$ cat src/rtl/bus_arbiter_4x1_pkg.sv
// Shared definitions for the result-bus controllers: state encoding, requester
// count, default data width and the round-robin search helper.
package bus_arbiter_4x1_pkg;

    localparam int unsigned NumReq       = 4;
    localparam int unsigned DefaultWidth = 32;

    typedef enum logic {
        StIdle = 1'b0,
        StBusy = 1'b1
    } arb_state_e;

    typedef struct packed {
        logic       found;
        logic [1:0] idx;
    } pick_t;

    // Search last+1, last+2, last+3, last (mod 4); the first asserted request wins.
    function automatic pick_t rr_pick(input logic [1:0] last, input logic [NumReq-1:0] req);
        pick_t      p;
        logic [1:0] cand;
        p = '0;
        for (int unsigned off = 1; off <= NumReq; off++) begin
            cand = last + 2'(off);
            if (!p.found && req[cand]) begin
                p.found = 1'b1;
                p.idx   = cand;
            end
        end
        return p;
    endfunction

    function automatic logic [NumReq-1:0] idx_to_onehot(input logic [1:0] idx);
        return 4'b0001 << idx;
    endfunction

endpackage

$ cat src/rtl/bus_arbiter_4x1_if.sv
// Requester/bus bundle between the result sources, the arbiter and the
// register-file write port.
interface bus_arbiter_4x1_if
    import bus_arbiter_4x1_pkg::*;
#(
    parameter int unsigned WIDTH = DefaultWidth
);
    logic [NumReq-1:0] req;
    logic [WIDTH-1:0]  d0;
    logic [WIDTH-1:0]  d1;
    logic [WIDTH-1:0]  d2;
    logic [WIDTH-1:0]  d3;
    logic [NumReq-1:0] gnt;
    logic [1:0]        sel;
    logic [WIDTH-1:0]  bus_data;
    logic              bus_valid;

    // Arbiter side: consumes requests and words, drives grant and bus.
    modport master (
        input  req, d0, d1, d2, d3,
        output gnt, sel, bus_data, bus_valid
    );

    // Requester/consumer side.
    modport slave (
        output req, d0, d1, d2, d3,
        input  gnt, sel, bus_data, bus_valid
    );

endinterface

$ cat src/rtl/bus_arbiter_4x1_mux.sv
// Plain 4:1 word mux; s selects I0..I3.
module mux_4x1_32bit #(
    parameter int unsigned W = 32
) (
    output logic [W-1:0] Y,
    input  logic [1:0]   s,
    input  logic [W-1:0] I3,
    input  logic [W-1:0] I2,
    input  logic [W-1:0] I1,
    input  logic [W-1:0] I0
);

    // Combinational select.
    always_comb begin
        Y = I0;
        case (s)
            2'd0:    Y = I0;
            2'd1:    Y = I1;
            2'd2:    Y = I2;
            2'd3:    Y = I3;
            default: Y = I0;
        endcase
    end

endmodule

$ cat src/rtl/bus_arbiter_4x1.sv
// Round-robin arbiter for one shared result bus: grants one requester at a time
// for at most MAX_BURST beats and registers the muxed word with a valid flag.
module bus_arbiter_4x1
    import bus_arbiter_4x1_pkg::*;
#(
    parameter int unsigned WIDTH     = DefaultWidth,
    parameter int unsigned MAX_BURST = 4
) (
    input logic               clk,
    input logic               reset,
    bus_arbiter_4x1_if.master bus
);

    localparam int unsigned     CntW     = $clog2(MAX_BURST) + 1;
    localparam logic [CntW-1:0] LastBeat = CntW'(MAX_BURST - 1);

    arb_state_e        state_q, state_d;
    logic [NumReq-1:0] gnt_q, gnt_d;
    logic [1:0]        sel_q, sel_d;
    logic [1:0]        last_q, last_d;
    logic [CntW-1:0]   beat_cnt_q, beat_cnt_d;
    logic [WIDTH-1:0]  bus_data_q, bus_data_d;
    logic              bus_valid_q, bus_valid_d;
    logic [WIDTH-1:0]  mux_y;
    logic              release_owner;
    pick_t             pick;
    pick_t             repick;

    mux_4x1_32bit #(
        .W (WIDTH)
    ) u_mux (
        .Y  (mux_y),
        .s  (sel_q),
        .I3 (bus.d3),
        .I2 (bus.d2),
        .I1 (bus.d1),
        .I0 (bus.d0)
    );

    // Arbitration, beat transfer and release/handoff decisions.
    always_comb begin
        state_d       = state_q;
        gnt_d         = gnt_q;
        sel_d         = sel_q;
        last_d        = last_q;
        beat_cnt_d    = beat_cnt_q;
        bus_data_d    = bus_data_q;
        bus_valid_d   = 1'b0;
        release_owner = 1'b0;
        pick          = rr_pick(last_q, bus.req);
        repick        = rr_pick(sel_q, bus.req);

        unique case (state_q)
            StIdle: begin
                // Grant only; the first beat moves on the following edge.
                if (pick.found) begin
                    state_d    = StBusy;
                    sel_d      = pick.idx;
                    gnt_d      = idx_to_onehot(pick.idx);
                    beat_cnt_d = '0;
                end
            end
            StBusy: begin
                if (bus.req[sel_q]) begin
                    bus_data_d    = mux_y;
                    bus_valid_d   = 1'b1;
                    beat_cnt_d    = beat_cnt_q + CntW'(1);
                    release_owner = (beat_cnt_q == LastBeat);
                end else begin
                    release_owner = 1'b1;
                end

                // Re-arbitrate from the departing owner so a sole requester wraps
                // back to itself without a bubble.
                if (release_owner) begin
                    last_d     = sel_q;
                    beat_cnt_d = '0;
                    if (repick.found) begin
                        sel_d = repick.idx;
                        gnt_d = idx_to_onehot(repick.idx);
                    end else begin
                        state_d = StIdle;
                        gnt_d   = '0;
                    end
                end
            end
            default: begin
                state_d = StIdle;
                gnt_d   = '0;
            end
        endcase
    end

    // State registers with asynchronous reset; last=3 gives requester 0 first priority.
    always_ff @(posedge clk or posedge reset) begin
        if (reset) begin
            state_q     <= StIdle;
            gnt_q       <= '0;
            sel_q       <= '0;
            last_q      <= 2'd3;
            beat_cnt_q  <= '0;
            bus_data_q  <= '0;
            bus_valid_q <= 1'b0;
        end else begin
            state_q     <= state_d;
            gnt_q       <= gnt_d;
            sel_q       <= sel_d;
            last_q      <= last_d;
            beat_cnt_q  <= beat_cnt_d;
            bus_data_q  <= bus_data_d;
            bus_valid_q <= bus_valid_d;
        end
    end

    assign bus.gnt       = gnt_q;
    assign bus.sel       = sel_q;
    assign bus.bus_data  = bus_data_q;
    assign bus.bus_valid = bus_valid_q;

endmodule

$ cat src/flat_wrapper.sv
// flat-port wrapper written by rule: the top's interface ports become plain ports
module bus_arbiter_4x1_flat import bus_arbiter_4x1_pkg::*;
#(
    parameter int unsigned WIDTH     = DefaultWidth,
    parameter int unsigned MAX_BURST = 4
)
  (clk, reset, bus_req, bus_d0, bus_d1, bus_d2, bus_d3, bus_gnt, bus_sel, bus_bus_data, bus_bus_valid);
  bus_arbiter_4x1_if #(.WIDTH(WIDTH)) bus_i ();
  input logic clk;
  input logic reset;
  input wire logic [$bits(bus_i.req)-1:0] bus_req;
  input wire logic [$bits(bus_i.d0)-1:0] bus_d0;
  input wire logic [$bits(bus_i.d1)-1:0] bus_d1;
  input wire logic [$bits(bus_i.d2)-1:0] bus_d2;
  input wire logic [$bits(bus_i.d3)-1:0] bus_d3;
  output wire logic [$bits(bus_i.gnt)-1:0] bus_gnt;
  output wire logic [$bits(bus_i.sel)-1:0] bus_sel;
  output wire logic [$bits(bus_i.bus_data)-1:0] bus_bus_data;
  output wire logic [$bits(bus_i.bus_valid)-1:0] bus_bus_valid;
  assign bus_i.req = bus_req;
  assign bus_i.d0 = bus_d0;
  assign bus_i.d1 = bus_d1;
  assign bus_i.d2 = bus_d2;
  assign bus_i.d3 = bus_d3;
  assign bus_gnt = bus_i.gnt;
  assign bus_sel = bus_i.sel;
  assign bus_bus_data = bus_i.bus_data;
  assign bus_bus_valid = bus_i.bus_valid;
  bus_arbiter_4x1 #(.WIDTH(WIDTH), .MAX_BURST(MAX_BURST)) u_core (.clk(clk), .reset(reset), .bus(bus_i));
endmodule
$ cat config.mk
export PLATFORM = sky130hd
export DESIGN_NAME = bus_arbiter_4x1_flat
export DESIGN_NICKNAME = d
export VERILOG_FILES = /design/src/rtl/bus_arbiter_4x1_pkg.sv /design/src/rtl/bus_arbiter_4x1_if.sv /design/src/rtl/bus_arbiter_4x1_mux.sv /design/src/rtl/bus_arbiter_4x1.sv /design/src/flat_wrapper.sv
export SDC_FILE = /design/constraint.sdc
export NUM_CORES = 1
export LEC_CHECK = 0
export CORE_MARGIN = 3
export CORE_UTILIZATION = 35
export DETAILED_ROUTE_END_ITERATION = 10
export MAX_ROUTING_LAYER = met4
export PLACE_DENSITY = 0.85
export SLEW_MARGIN = 20
export SYNTH_ARGS = -nofsm -noshare
export SYNTH_HDL_FRONTEND = slang
export SYNTH_HIERARCHICAL = 1
export SYNTH_SLANG_ARGS = --single-unit
$ cat constraint.sdc
create_clock -name clk -period 2.06 [get_ports clk]
set_input_delay 0.206 -clock clk [delete_from_list [all_inputs] [get_ports clk]]
set_output_delay 0.206 -clock clk [all_outputs]
set_load 0.01 [all_outputs]
# [Yosys cells after proc, flatten, opt, wreduce, memory -nomap -nowiden]
# Cells that the tools add are included.
[word_totals] register_bits=45 in_bits=134 out_inout_bits=39 wordCells=96
[op_classes] n_addsub=7 n_lt_le_gt_ge=8 eq_ne=8 n_shift=2 muxes=45 bitwise=1 n_reduce_logical=18
[op_table] cell="$pmux W32 S4" n=1
[op_table] cell="$mux W3" n=11
[op_table] cell="$lt A2 B3 Y1 const B" n=8
[op_table] cell="$bmux W1 S2" n=8
[op_table] cell="$mux W1" n=15
[op_table] cell="$mux W4" n=3
[op_table] cell="$add A2 B2 Y2 const B" n=4
[op_table] cell="$pmux W4 S2" n=1
[op_table] cell="$reduce_and A2 Y1" n=4
[op_table] cell="$shl A1 B2 Y4 const A" n=2
[op_table] cell="$logic_and A1 B1 Y1" n=6
[op_table] cell="$logic_not A1 Y1" n=6
[op_table] cell="$mux W2" n=3
[op_table] cell="$pmux W3 S2" n=1
[op_table] cell="$add A2 B1 Y2 const B" n=2
[op_table] cell="$eq A2 B2 Y1 const B" n=2
[op_table] cell="$ne A2 B2 Y1 const B" n=2
[op_table] cell="$pmux W2 S2" n=1
[op_table] cell="$add A3 B1 Y3 const B" n=1
[op_table] cell="$eq A3 B2 Y1 const B" n=1
[op_table] cell="$ne A3 B3 Y1 const B" n=1
[op_table] cell="$reduce_and A3 Y1" n=1
[op_table] cell="$eq A2 B1 Y1 const B" n=1
[op_table] cell="$logic_not A2 Y1" n=1
[op_table] cell="3 further kinds" n=3

# [Depth between registers and ports, before layout]
# Gate-level depths: netlist (run 1).
[logic_depth] ltp_word=17 depth_mapped=7 mapped_depth_nobuf=7

# [Modules after synthesis]
# The synthesis (run 1) kept the hierarchy.
[by_module_without_submodules] mod="bus_arbiter_4x1" n_inst=1 cells_each=241 area_per_inst_um2=2143.3 seq_area_each_um2=1128.6
[by_module_without_submodules] mod="mux_4x1_32bit" n_inst=1 cells_each=39 area_per_inst_um2=814.5 seq_area_each_um2=0.0

# [Worst setup path before layout (run 1)]
# OpenSTA, ideal clock, no wires.
[synth_path] kind="register to register" from="register u_core.sel_q[0] (netlist: u_core/bus.sel[0])" to="register u_core.gnt_q[2] (netlist: u_core/bus.gnt[2])" setup_time_ns=0.121 arrival_time_ns=1.763 t_required_ns=1.939 slack_ns=0.176 stages_incl_launch_ff=7 path_buffers=1 period_less_slack_ns=1.884 cell_sequence="dfrtp_1 buf_6 mux4_2 a21o_4 o21ai_4 o31ai_1 o22a_1"
[synth_between] elab_chain_cells=17 elab_cells_between_ends=29 cone_classes="add/sub (3); eq/ne (1); shift (1); mux (17); reduce/logical (7)"
[synth_lines] item="from (decl)" line="bus_arbiter_4x1.sv:19" source="logic [1:0] sel_q, sel_d;"
[synth_lines] item="from (signal assigned)" line="bus_arbiter_4x1.sv:107" source="sel_q <= sel_d;"
[synth_lines] item="$add A2 B1 Y2" line="bus_arbiter_4x1_pkg.sv:24" source="cand = last + 2'(off);"
[synth_lines] item="$bmux W1 S2" line="bus_arbiter_4x1_pkg.sv:25" source="if (!p.found && req[cand]) begin"
[synth_lines] item="$mux W1 (not written as such)" line="bus_arbiter_4x1_pkg.sv:25"
[synth_lines] item="$mux W3" line="bus_arbiter_4x1_pkg.sv:25"
[synth_lines] item="$logic_not A1 Y1" line="bus_arbiter_4x1_pkg.sv:25"
[synth_lines] item="$logic_and A1 B1 Y1" line="bus_arbiter_4x1_pkg.sv:25"
[synth_lines] item="$mux W3" line="bus_arbiter_4x1_pkg.sv:25"
[synth_lines] item="$logic_not A1 Y1" line="bus_arbiter_4x1_pkg.sv:25"
[synth_lines] item="$logic_and A1 B1 Y1" line="bus_arbiter_4x1_pkg.sv:25"
[synth_lines] item="$mux W3" line="bus_arbiter_4x1_pkg.sv:25"
[synth_lines] item="$logic_not A1 Y1" line="bus_arbiter_4x1_pkg.sv:25"
[synth_lines] item="$logic_and A1 B1 Y1" line="bus_arbiter_4x1_pkg.sv:25"
[synth_lines] item="$mux W3" line="bus_arbiter_4x1_pkg.sv:25"
[synth_lines] item="$shl A1 B2 Y4" line="bus_arbiter_4x1_pkg.sv:34" source="return 4'b0001 << idx;"
[synth_lines] item="$mux W4" line="bus_arbiter_4x1.sv:78" source="if (repick.found) begin"
[synth_lines] item="$mux W4" line="bus_arbiter_4x1.sv:75" source="if (release_owner) begin"
[synth_lines] item="$pmux W4 S2" line="bus_arbiter_4x1.sv:53" source="unique case (state_q)"
[synth_lines] item="to (signal assigned)" line="bus_arbiter_4x1.sv:106" source="gnt_q <= gnt_d;"
[synth_lines] item="to (decl)" line="bus_arbiter_4x1.sv:18" source="logic [NumReq-1:0] gnt_q, gnt_d;"
# Several ways; a longest one is shown, not always the timed one. The select of a mux whose other input is x is not followed.
# A chain may end at the register's enable or synchronous reset.

# [Final worst setup path (run 1)]
# Same ends and word-level chain as after synthesis.

==> flow_summary.json, run 1 <==
{
  "status": "finished, final reports clean",
  "use_met2_pct": 37.5,
  "fin_tns_setup_ns": 0,
  "io_pins": 173,
  "r2r-end": "u_core/bus.gnt[2]$_DFFE_PP0P_",
  "place_congestion": 0.925,
  "peakVddDrop_v": 0.000457,
  "path_max_fanout": 11,
  "grt_util_met1_pct": 23.1,
  "async_flop_share_pct": 100,
  "busiest_layer": "met2",
  "ys_dominant_reg_cell": "dfrtp_1",
  "antenna_found_initial": 0,
  "path_clk_slew_ns": 0.08,
  "total_power_uw": 5890,
  "mostFrequentLayoutCell": "clkdlybuf4s50_1",
  "coreArea_mm2": 0.00797,
  "cts_tree": "done",
  "syn_area_mm2": 0.00296,
  "skew_ns": 0.00530,
  "grt_pass1_wl_um": 15600,
  "critPathCaptureType": "register",
  "finalWirelength_um": 9830,
  "start_util_pct": 37.1,
  "hold_violations": 0,
  "setup_viol": 0,
  "cts_hold_buf": 0,
  "ff2ff_path_depth": 5,
  "cap_violations": 0,
  "p_leak_uw": 0.00204,
  "grt_pass1_vias": 3117,
  "critPathLaunchType": "register",
  "synth_cell_types": 45,
  "antenna_left": 0,
  "required_ns": 2.24,
  "relSlewSlack_pct": 62.1,
  "r2r_slack_ns": 0.21,
  "postSynthCellCount": 280,
  "slew_viol_final": 0,
  "die_h_um": 97.9,
  "area_growth_pct": 64.6,
  "viasPerCell": 5.31,
  "clkSinkCount": 45,
  "dieArea_mm2": 0.00959,
  "cts-root-buf": "clkbuf_8",
  "grt_overflow": 0,
  "max_freq_mhz": 541,
  "synth_fp_nets": 416,
  "cts_htree_levels": 2,
  "synth_sequential_area_ratio_pct": 38.2,
  "avgSynthCellArea_um2": 10.6,
  "rsz0062_at_grt": "false",
  "insertion_delay_ns": 0.29,
  "layout.nets": 590,
  "post-route-drc-count": 0,
  "num_rows": 32,
  "drt_iter0_markers": 140,
  "die_width_um": 97.9,
  "postPlaceCellArea_mm2": 0.00479,
  "cts_setup_buffers": 0,
  "clockBufferDepth": 2,
  "use_met3_pct": 4.43,
  "ys_seq_elements": 45,
  "ctsResizeCount": 0,
  "grt_max_degree": 34,
  "track_usage_pct": 20.7,
  "numCtsBuffers": 5,
  "instances_no_fill": 557,
  "drive_gt1_share_pct": 13.8,
  "setup.worst_path.class": "register to register",
  "synth_edf_count": 0,
  "r2r-start": "u_core/bus.sel[0]$_DFFE_PP0P_",
  "vias": 2955,
  "final_cell_mix": "clkdlybuf4s50_1 (172), nand2_1 (104), dfrtp_1 (41)",
  "placed_cells": 549,
  "drt_pre_antenna_iters": 4,
  "worst_pin_slew_ns": 0.568,
  "yosys_warnings": 6,
  "detail_route.wl_per_cell_um": 17.7,
  "dp_hpwl_um": 7830,
  "num_antenna_cells": 0,
  "fin_crit_sh_pct": 89.8,
  "portBuffers": 172,
  "period_needed_ns": 1.85,
  "final_cell_area_mm2": 0.00487,
  "power_density_mw_per_mm2": 1210,
  "hp-class": "input pin to async pin",
  "crit_arrival_ns": 2.03
}
[metrics by stage]
step	hold slack (ns)	setup slack, ns	util (%)
floorplan	0.357	0.176	-
CTS	0.261	0.211	61.1
global route	0.286	0.0903	61.1
detailed placement	0.464	0.0982	60.1
finish	0.256	0.211	61.1
global placement	0.458	0.169	60.1
[how the worst max path moves through the flow]
| stage | start | to | cells past startpoint |
|---|---|---|---|
| after floorplan | u_core/bus.sel[0]$_DFFE_PP0P_ | u_core/bus.gnt[2]$_DFFE_PP0P_ | 6 |
| after global placement | bus_req[3] | u_core/bus.gnt[2]$_DFFE_PP0P_ | 6 |
| after detailed placement | bus_req[2] | u_core/bus.gnt[2]$_DFFE_PP0P_ | 6 |
| after CTS | u_core/bus.sel[0]$_DFFE_PP0P_ | u_core/bus.gnt[0]$_DFFE_PP0P_ | 6 |
| after global routing | u_core/bus.sel[0]$_DFFE_PP0P_ | u_core/bus.gnt[0]$_DFFE_PP0P_ | 6 |
| final | u_core/bus.sel[0]$_DFFE_PP0P_ | u_core/bus.gnt[2]$_DFFE_PP0P_ | 5 |
[routing by layer]
metal,part of all wire (%),up-vias
li1,-,1356
met1,37,1429
met2,53,156
met3,8.5,14
met4,1.4,0
met5,0,-
[registers in the layout (all words and copies together), names as in the netlist]
register / cells
u_core/beat_cnt_q: 3
u_core/bus.bus_data: 32
u_core/bus.bus_valid: 1
u_core/bus.gnt: 4
u_core/bus.sel: 2
u_core/last_q: 2
u_core/state_q: 1
[area by class of cell]
cell class | count | area (um^2)
clock buffers | 6 | 72.6
clock inverters | 2 | 10.0
fillers | 643 | 3100
flip-flops and latches | 45 | 1130
multi-input cells | 206 | 1640
repair buffers | 186 | 1850
inverters | 10 | 37.5
well taps | 102 | 128
[cell usage after synthesis (all sizes together) (4+ instances only)]
master / n / area, um^2
o21ai: 6 / 41.3
a21oi: 8 / 40.0
mux4: 33 / 751
nand2: 104 / 390
dfrtp: 43 / 1080
inv: 9 / 33.8
nor2: 6 / 25.0
buf: 19 / 154
nand2b: 4 / 25.0
[worst max-delay path: stages (launching register included)]
cell	delay [ns]
dfrtp_2	0.51
mux4_2	0.59
a21o_4	0.27
o21ai_4	0.10
o31ai_1	0.11
o22a_1	0.17
[cells by family after synthesis]
family                   count (synthesis)  synth area share [%]
multiplexers                            35                  26.1
AO/OA/AOI/OAI                           38                  9.31
flip-flops                              45                  38.2
AND/OR/NAND/NOR                        131                  19.2
buffers and inverters                   29                  6.47
adder cells (fa/ha/maj)                  2                 0.846
[where the power goes]
group	switching [uW]	total [uW]	internal [uW]	leakage, uW
combinational	1700	3710	2010	0.00146
clock	285	521	235	0.0000450
sequential	318	1660	1340	0.000541
No activity file was read; power rests on OpenSTA's default activity.
==> run 2: changes to the inputs <==
Settings changed: SLEW_MARGIN 20 to unset.
==> results of run 2 <==
Final layout, timing and power as in run 1 (identical DEF).
